[config.mk]
export PLATFORM = sky130hd
export DESIGN_NAME = mem_access_ctrl
export DESIGN_NICKNAME = d
export VERILOG_FILES = /design/src/rtl/mem_access_ctrl.sv
export SDC_FILE = /design/constraint.sdc
export NUM_CORES = 1
export LEC_CHECK = 0
export ABC_AREA = 1
export ABC_CLOCK_PERIOD_IN_PS = 2300
export CAP_MARGIN = 20
export CORE_AREA = 10 10 128 130
export CTS_BUF_LIST = sky130_fd_sc_hd__clkbuf_8
export DETAILED_ROUTE_END_ITERATION = 8
export DIE_AREA = 0 0 138 140
export PLACE_DENSITY = 0.67
export RECOVER_POWER = 25
export SLEW_MARGIN = 25
export SYNTH_ARGS = -nofsm -noshare
export SYNTH_HDL_FRONTEND = slang
export SYNTH_SLANG_ARGS = --single-unit
[constraint.sdc]
create_clock -name clk -period 2.3 [get_ports clk]
set_input_delay 0.46 -clock clk [delete_from_list [all_inputs] [get_ports clk]]
set_output_delay 0.46 -clock clk [all_outputs]
set_load 0.03 [all_outputs]
[src/rtl/mem_access_ctrl.sv]
// mem_access_ctrl: memory-stage controller between EX/MEM and a byte-addressed data memory.
// Build option MEM_MISALIGN_TRAP_EN: bad accesses trap instead of proceeding force-aligned.
module mem_access_ctrl #(
  parameter int unsigned ADDR_W = 10
) (
  input  logic        clk,
  input  logic        rst_n,
  input  logic        flush,
  input  logic        req_valid,
  output logic        req_ready,
  input  logic        req_we,
  input  logic [1:0]  req_size,
  input  logic        req_unsigned,
  input  logic [31:0] req_addr,
  input  logic [31:0] req_wdata,
  input  logic [4:0]  req_rd,
  output logic [31:0] DAddr,
  output logic [31:0] DataIn,
  output logic [2:0]  Load,
  output logic [1:0]  Store,
  output logic        mRD,
  output logic        mWR,
  input  logic [31:0] DataOut,
  output logic        wb_valid,
  output logic [4:0]  wb_rd,
  output logic [31:0] wb_data,
  output logic        st_done,
  output logic        misalign_err,
  output logic        trap_valid,
  output logic [31:0] trap_addr,
  input  logic        trap_ack
);

  typedef enum logic [1:0] {
    IDLE,
    ACCESS,
    RESP
`ifdef MEM_MISALIGN_TRAP_EN
    , TRAP
`endif
  } state_t;

  state_t      state_q, state_d;
  logic [31:0] addr_q;
  logic [31:0] wdata_q;
  logic [1:0]  size_q;
  logic        uns_q;
  logic        we_q;
  logic [4:0]  rd_q;
  logic        err_q;
  logic        flush_q;

  logic        hs;
  logic [2:0]  req_bytes;
  logic [32:0] req_last;
  logic        req_misalign;
  logic        req_oor;
  logic        req_bad;
  logic [31:0] req_addr_lat;

  // Request decode: size 3 behaves as a word everywhere.
  always_comb begin
    req_bytes = 3'd4;
    unique case (req_size)
      2'd0:    req_bytes = 3'd1;
      2'd1:    req_bytes = 3'd2;
      default: req_bytes = 3'd4;
    endcase
    req_misalign = ((req_size == 2'd1) && req_addr[0]) ||
                   (req_size[1] && (req_addr[1:0] != 2'b00));
    req_last     = {1'b0, req_addr} + {30'd0, req_bytes - 3'd1};
    req_oor      = ((req_last >> ADDR_W) != 33'd0);
    req_bad      = req_misalign || req_oor;
  end

`ifdef MEM_MISALIGN_TRAP_EN
  // Bad accesses never reach ACCESS, so the raw address doubles as trap_addr.
  assign req_addr_lat = req_addr;
`else
  logic [31:0] addr_mask;
  logic [31:0] req_aligned;
  logic        unused_trap_ack;

  assign addr_mask       = (32'd1 << ADDR_W) - 32'd1;
  assign req_aligned     = req_size[1]        ? {req_addr[31:2], 2'b00} :
                           (req_size == 2'd1) ? {req_addr[31:1], 1'b0}  : req_addr;
  assign req_addr_lat    = req_aligned & addr_mask;
  assign unused_trap_ack = trap_ack;
`endif

  assign req_ready = rst_n && (state_q == IDLE);
  assign hs        = (state_q == IDLE) && req_valid && !flush;

  always_comb begin
    state_d = state_q;
    unique case (state_q)
      IDLE: begin
        if (hs) begin
`ifdef MEM_MISALIGN_TRAP_EN
          state_d = req_bad ? TRAP : ACCESS;
`else
          state_d = ACCESS;
`endif
        end
      end
      ACCESS:  state_d = we_q ? IDLE : RESP;
      RESP:    state_d = IDLE;
`ifdef MEM_MISALIGN_TRAP_EN
      TRAP:    if (trap_ack) state_d = IDLE;
`endif
      default: state_d = IDLE;
    endcase
  end

  always_ff @(posedge clk) begin
    if (!rst_n) begin
      state_q <= IDLE;
      addr_q  <= '0;
      wdata_q <= '0;
      size_q  <= '0;
      uns_q   <= 1'b0;
      we_q    <= 1'b0;
      rd_q    <= '0;
      err_q   <= 1'b0;
      flush_q <= 1'b0;
    end else begin
      state_q <= state_d;
      err_q   <= hs && req_bad;
      flush_q <= flush;
      if (hs) begin
        addr_q  <= req_addr_lat;
        wdata_q <= req_wdata;
        size_q  <= req_size;
        uns_q   <= req_unsigned;
        we_q    <= req_we;
        rd_q    <= req_rd;
      end
    end
  end

  assign misalign_err = err_q;

  always_comb begin
    DAddr      = '0;
    DataIn     = '0;
    Load       = 3'b100;
    Store      = 2'b10;
    mRD        = 1'b0;
    mWR        = 1'b0;
    wb_valid   = 1'b0;
    wb_rd      = '0;
    wb_data    = '0;
    st_done    = 1'b0;
    trap_valid = 1'b0;
    trap_addr  = '0;
    unique case (state_q)
      ACCESS: begin
        DAddr  = addr_q;
        DataIn = wdata_q;
        unique case (size_q)
          2'd0:    begin Load = uns_q ? 3'b001 : 3'b000; Store = 2'b00; end
          2'd1:    begin Load = uns_q ? 3'b011 : 3'b010; Store = 2'b01; end
          default: begin Load = 3'b100;                  Store = 2'b10; end
        endcase
        if (we_q) begin
          mWR     = 1'b1;
          st_done = 1'b1;
        end else begin
          mRD = 1'b1;
        end
      end
      RESP: begin
        // Flush seen on the entry edge or during RESP squashes the writeback.
        wb_valid = !(flush_q || flush);
        wb_rd    = rd_q;
        wb_data  = DataOut;
      end
`ifdef MEM_MISALIGN_TRAP_EN
      TRAP: begin
        trap_valid = 1'b1;
        trap_addr  = addr_q;
      end
`endif
      default: ;
    endcase
  end

endmodule

==> reports/results.tsv <==
stage	metric	value	unit
grt	grt_max_degree	52	
detailed_routing	ant_nets	0	
hold_path	hold_start	wdata_q[4]	
die	initial_core_util	29.6	%
timing	hold_viol	0	
detailed_routing	drc	0	
hold_path	hold_path_depth	2	
detailed_routing	drt_iter0_drc	185	
detailed_routing	routedWlPerCell	13.4	µm
pwr	power.leakage	3.21	nW
timing	final-setup-viol-count	0	
critical_path	cp_slowest_cell	clkdlybuf4s50_1	
critical_path	rr_worst_depth	5	
timing	drv_slew	0	
timing	fin_tns_setup	0	ns
clock_tree	cts_inserted_buffers	5	
clock_tree	cts_tree	yes	
placed_design	preCtsSetupSlack	-0.246	ns
grt	grt_pass1_vias	4342	
cells_and_area	nets	1017	
job	cap_violations	0	
cells_and_area	design_area	0.00630	mm²
grt	grt_use_total	14.2	%
critical_path	cp_slowest_stage_delay	0.49	ns
clock_tree	cts_root_buf	clkbuf_8	
cells_and_area	fin_util	45.7	%
placed_design	io_buffers	198	
critical_path	worst_setup_path_end_kind	register	
critical_path	critPathTopFamily	simple AND/OR/NAND/NOR gates	
timing	worst_slew_pin_slew	0.884	ns
logic_synthesis	ys_warn_count	0	
logic_synthesis	syn_avg_cell_area	5.96	µm²
detailed_routing	wirelength	14.5	mm
clock_tree	cts.sinks	55	
critical_path	path_class	in2reg	
clock_tree	htreeDepth	2	
die	die-area	0.0193	mm²
cells_and_area	diodes	0	
pwr	power_density	377	mW/mm²
hold_path	holdPathEnd	wdata_q[4]	
die	die_h	140	µm
cells_and_area	final_cell_mix	132 x inv_1, 122 x nor2_1, 107 x clkdlybuf4s50_1	
critical_path	critPathArrivalTime	2.41	ns
grt	antenna_found_initial	0	
cells_and_area	post_layout_nonfiller_instances	1085	
die	die_w	138	µm
logic_synthesis	synthFlopType	dfxtp_1	
die	num_rows	43	
die	core-area	0.0138	mm²
detailed_routing	via_per_inst	4.14	
critical_path	rrSetupSlack	0.44	ns
logic_synthesis	async_flop_share	0	%
logic_synthesis	synth-seq-cells	55	
timing	period_minus_slack	2.20	ns
grt	overflow	0	
logic_synthesis	synth_edf_count	0	
detailed_routing	dr.pass1.iters	4	
critical_path	crit_chain	clkdlybuf4s50_1 -> inv_2 -> ha_1 -> inv_1 -> nand2_2 -> inv_1 -> nand2_1 -> nand2_4 -> nand3_2 -> nand2_1 -> nand2_1 -> nor2_1 -> nand2_1 -> nor2_1 -> nand3_1 -> nor2_1 -> a21oi_1	
timing	slew_headroom	41.1	%
die	ios	255	
logic_synthesis	yosysSeqAreaShare	27.1	%
detailed_routing	via_count	4488	
pwr	p_total	2.38	mW
logic_synthesis	ys_types	30	
critical_path	cp.required	2.51	ns
timing	min_period_over_period	95.6	%
critical_path	r2r-end	wdata_q[21]	
clock_tree	path_clk_slew	0.11	ns
logic_synthesis	netlist_instances	683	
timing	timing.fmax	455	MHz
critical_path	cpMostUsedCell	nand2_1	
outcome	outcome	complete, no violations	
placed_design	gp_congestion	0.907	
hold_path	hp-class	reg2reg	
grt	grt_pass1_wl	23.1	mm
placed_design	post_dp_cell_area	0.00623	mm²
critical_path	startpoint_type	input pin	
clock_tree	clock_latency	0.32	ns
cells_and_area	area_delta_synth_final	54.8	%
timing	skew	0.0101	ns
cells_and_area	final_common_cell	inv_1	
clock_tree	cts_buffer_depth	2	
placed_design	dp_hpwl	12.3	mm
timing	finalWorstSetupSlack	0.100	ns
timing	holdWs	0.460	ns
cells_and_area	layout-drive-gt1-share	14.8	%
clock_tree	holdBufCountCts	0	
pwr	ir_drop	253	µV
placed_design	dpl.cell_count	1077	
timing	grt_setup_unrepaired	true	
critical_path	critPathMaxFanout	6	
critical_path	r2r_start	state_q[1]	
critical_path	crit_buf_inv	4	
logic_synthesis	syn_area	0.00407	mm²
==> sequential cells by signal, summed over array words and instances, names as in the netlist <==
signal,cells
flush_q,1
size_q,2
rd_q,5
state_q,2
wdata_q,32
misalign_err,1
we_q,1
addr_q,10
uns_q,1
==> metal layers <==
metal  wire (µm)  part of all wire, %  vias up  track usage (%)
met2        7270                   50      130             25.7
met5           0                    0        -                0
met1        6330                   44     1951             16.9
met4         133                 0.91        0             2.22
met3         819                  5.6       10             3.35
li1            -                    -     2397                -
==> repair_timing <==
item | 4_1_cts | 5_1_grt
endpoints found under the setup margin | 37 | 8
setup buffers | 0 | 0
pin swaps | 0 | 1
resized for setup | 34 | 13
==> Yosys cell counts (all sizes together) (2+ instances only) <==
| cell type | n | area, µm² |
|---|---|---|
| nand3 | 30 | 155 |
| nand3b | 4 | 30.0 |
| inv | 136 | 510 |
| a21oi | 56 | 280 |
| nand4 | 10 | 62.6 |
| nor3 | 5 | 30.0 |
| dfxtp | 55 | 1100 |
| clkbuf | 17 | 63.8 |
| nor4 | 2 | 27.5 |
| o21ai | 50 | 250 |
| buf | 64 | 463 |
| nand2 | 108 | 438 |
| xnor2 | 2 | 17.5 |
| ha | 3 | 37.5 |
| nor2 | 136 | 571 |
==> tightest hold or removal path, delay by kind of cell, from the launching register on <==
family / cells / cell delay [ns]
flops: 1 / 0.31
buf+inv: 1 / 0.06
compound gates: 1 / 0.05
==> worst max-delay path by stage <==
stage	cells past startpoint	to	start	slack, ns
floorplan	6	Store[0]	state_q[0]	0.11
global placement	17	misalign_err	req_size[1]	-0.24
detailed placement	17	misalign_err	req_size[1]	-0.25
CTS	7	Store[0]	state_q[0]	0.01
global route	17	misalign_err	req_size[1]	-0.08
finish	17	misalign_err	req_size[1]	0.10
==> final cells by class <==
cell class / count / area (µm²)
clock inverters: 3 / 27.5
fillers: 1491 / 7470
repair buffers: 240 / 2220
well taps: 180 / 225
clock buffers: 5 / 68.8
inverters: 136 / 510
multi-input cells: 466 / 2150
flip-flops and latches: 55 / 1100
==> power breakdown <==
| group | internal, mW | switching [mW] | leakage, nW | total [mW] |
|---|---|---|---|---|
| combinational | 0.314 | 0.450 | 2.71 | 0.764 |
| sequential | 1.02 | 0.0166 | 0.453 | 1.03 |
| clock | 0.225 | 0.355 | 0.0463 | 0.579 |
==> kinds of logic after synthesis <==
logic type | count (synthesis) | synth area share (%)
and+or+nand+nor | 297 | 32.6
buffers and inverters | 217 | 25.5
AOI/OAI and AO/OA | 107 | 13.2
DFF | 55 | 27.1
xor gates and xnor gates | 3 | 0.646
adders and majority gates | 3 | 0.922
other | 1 | 0.0921
Power figures use the tool's default switching activity.
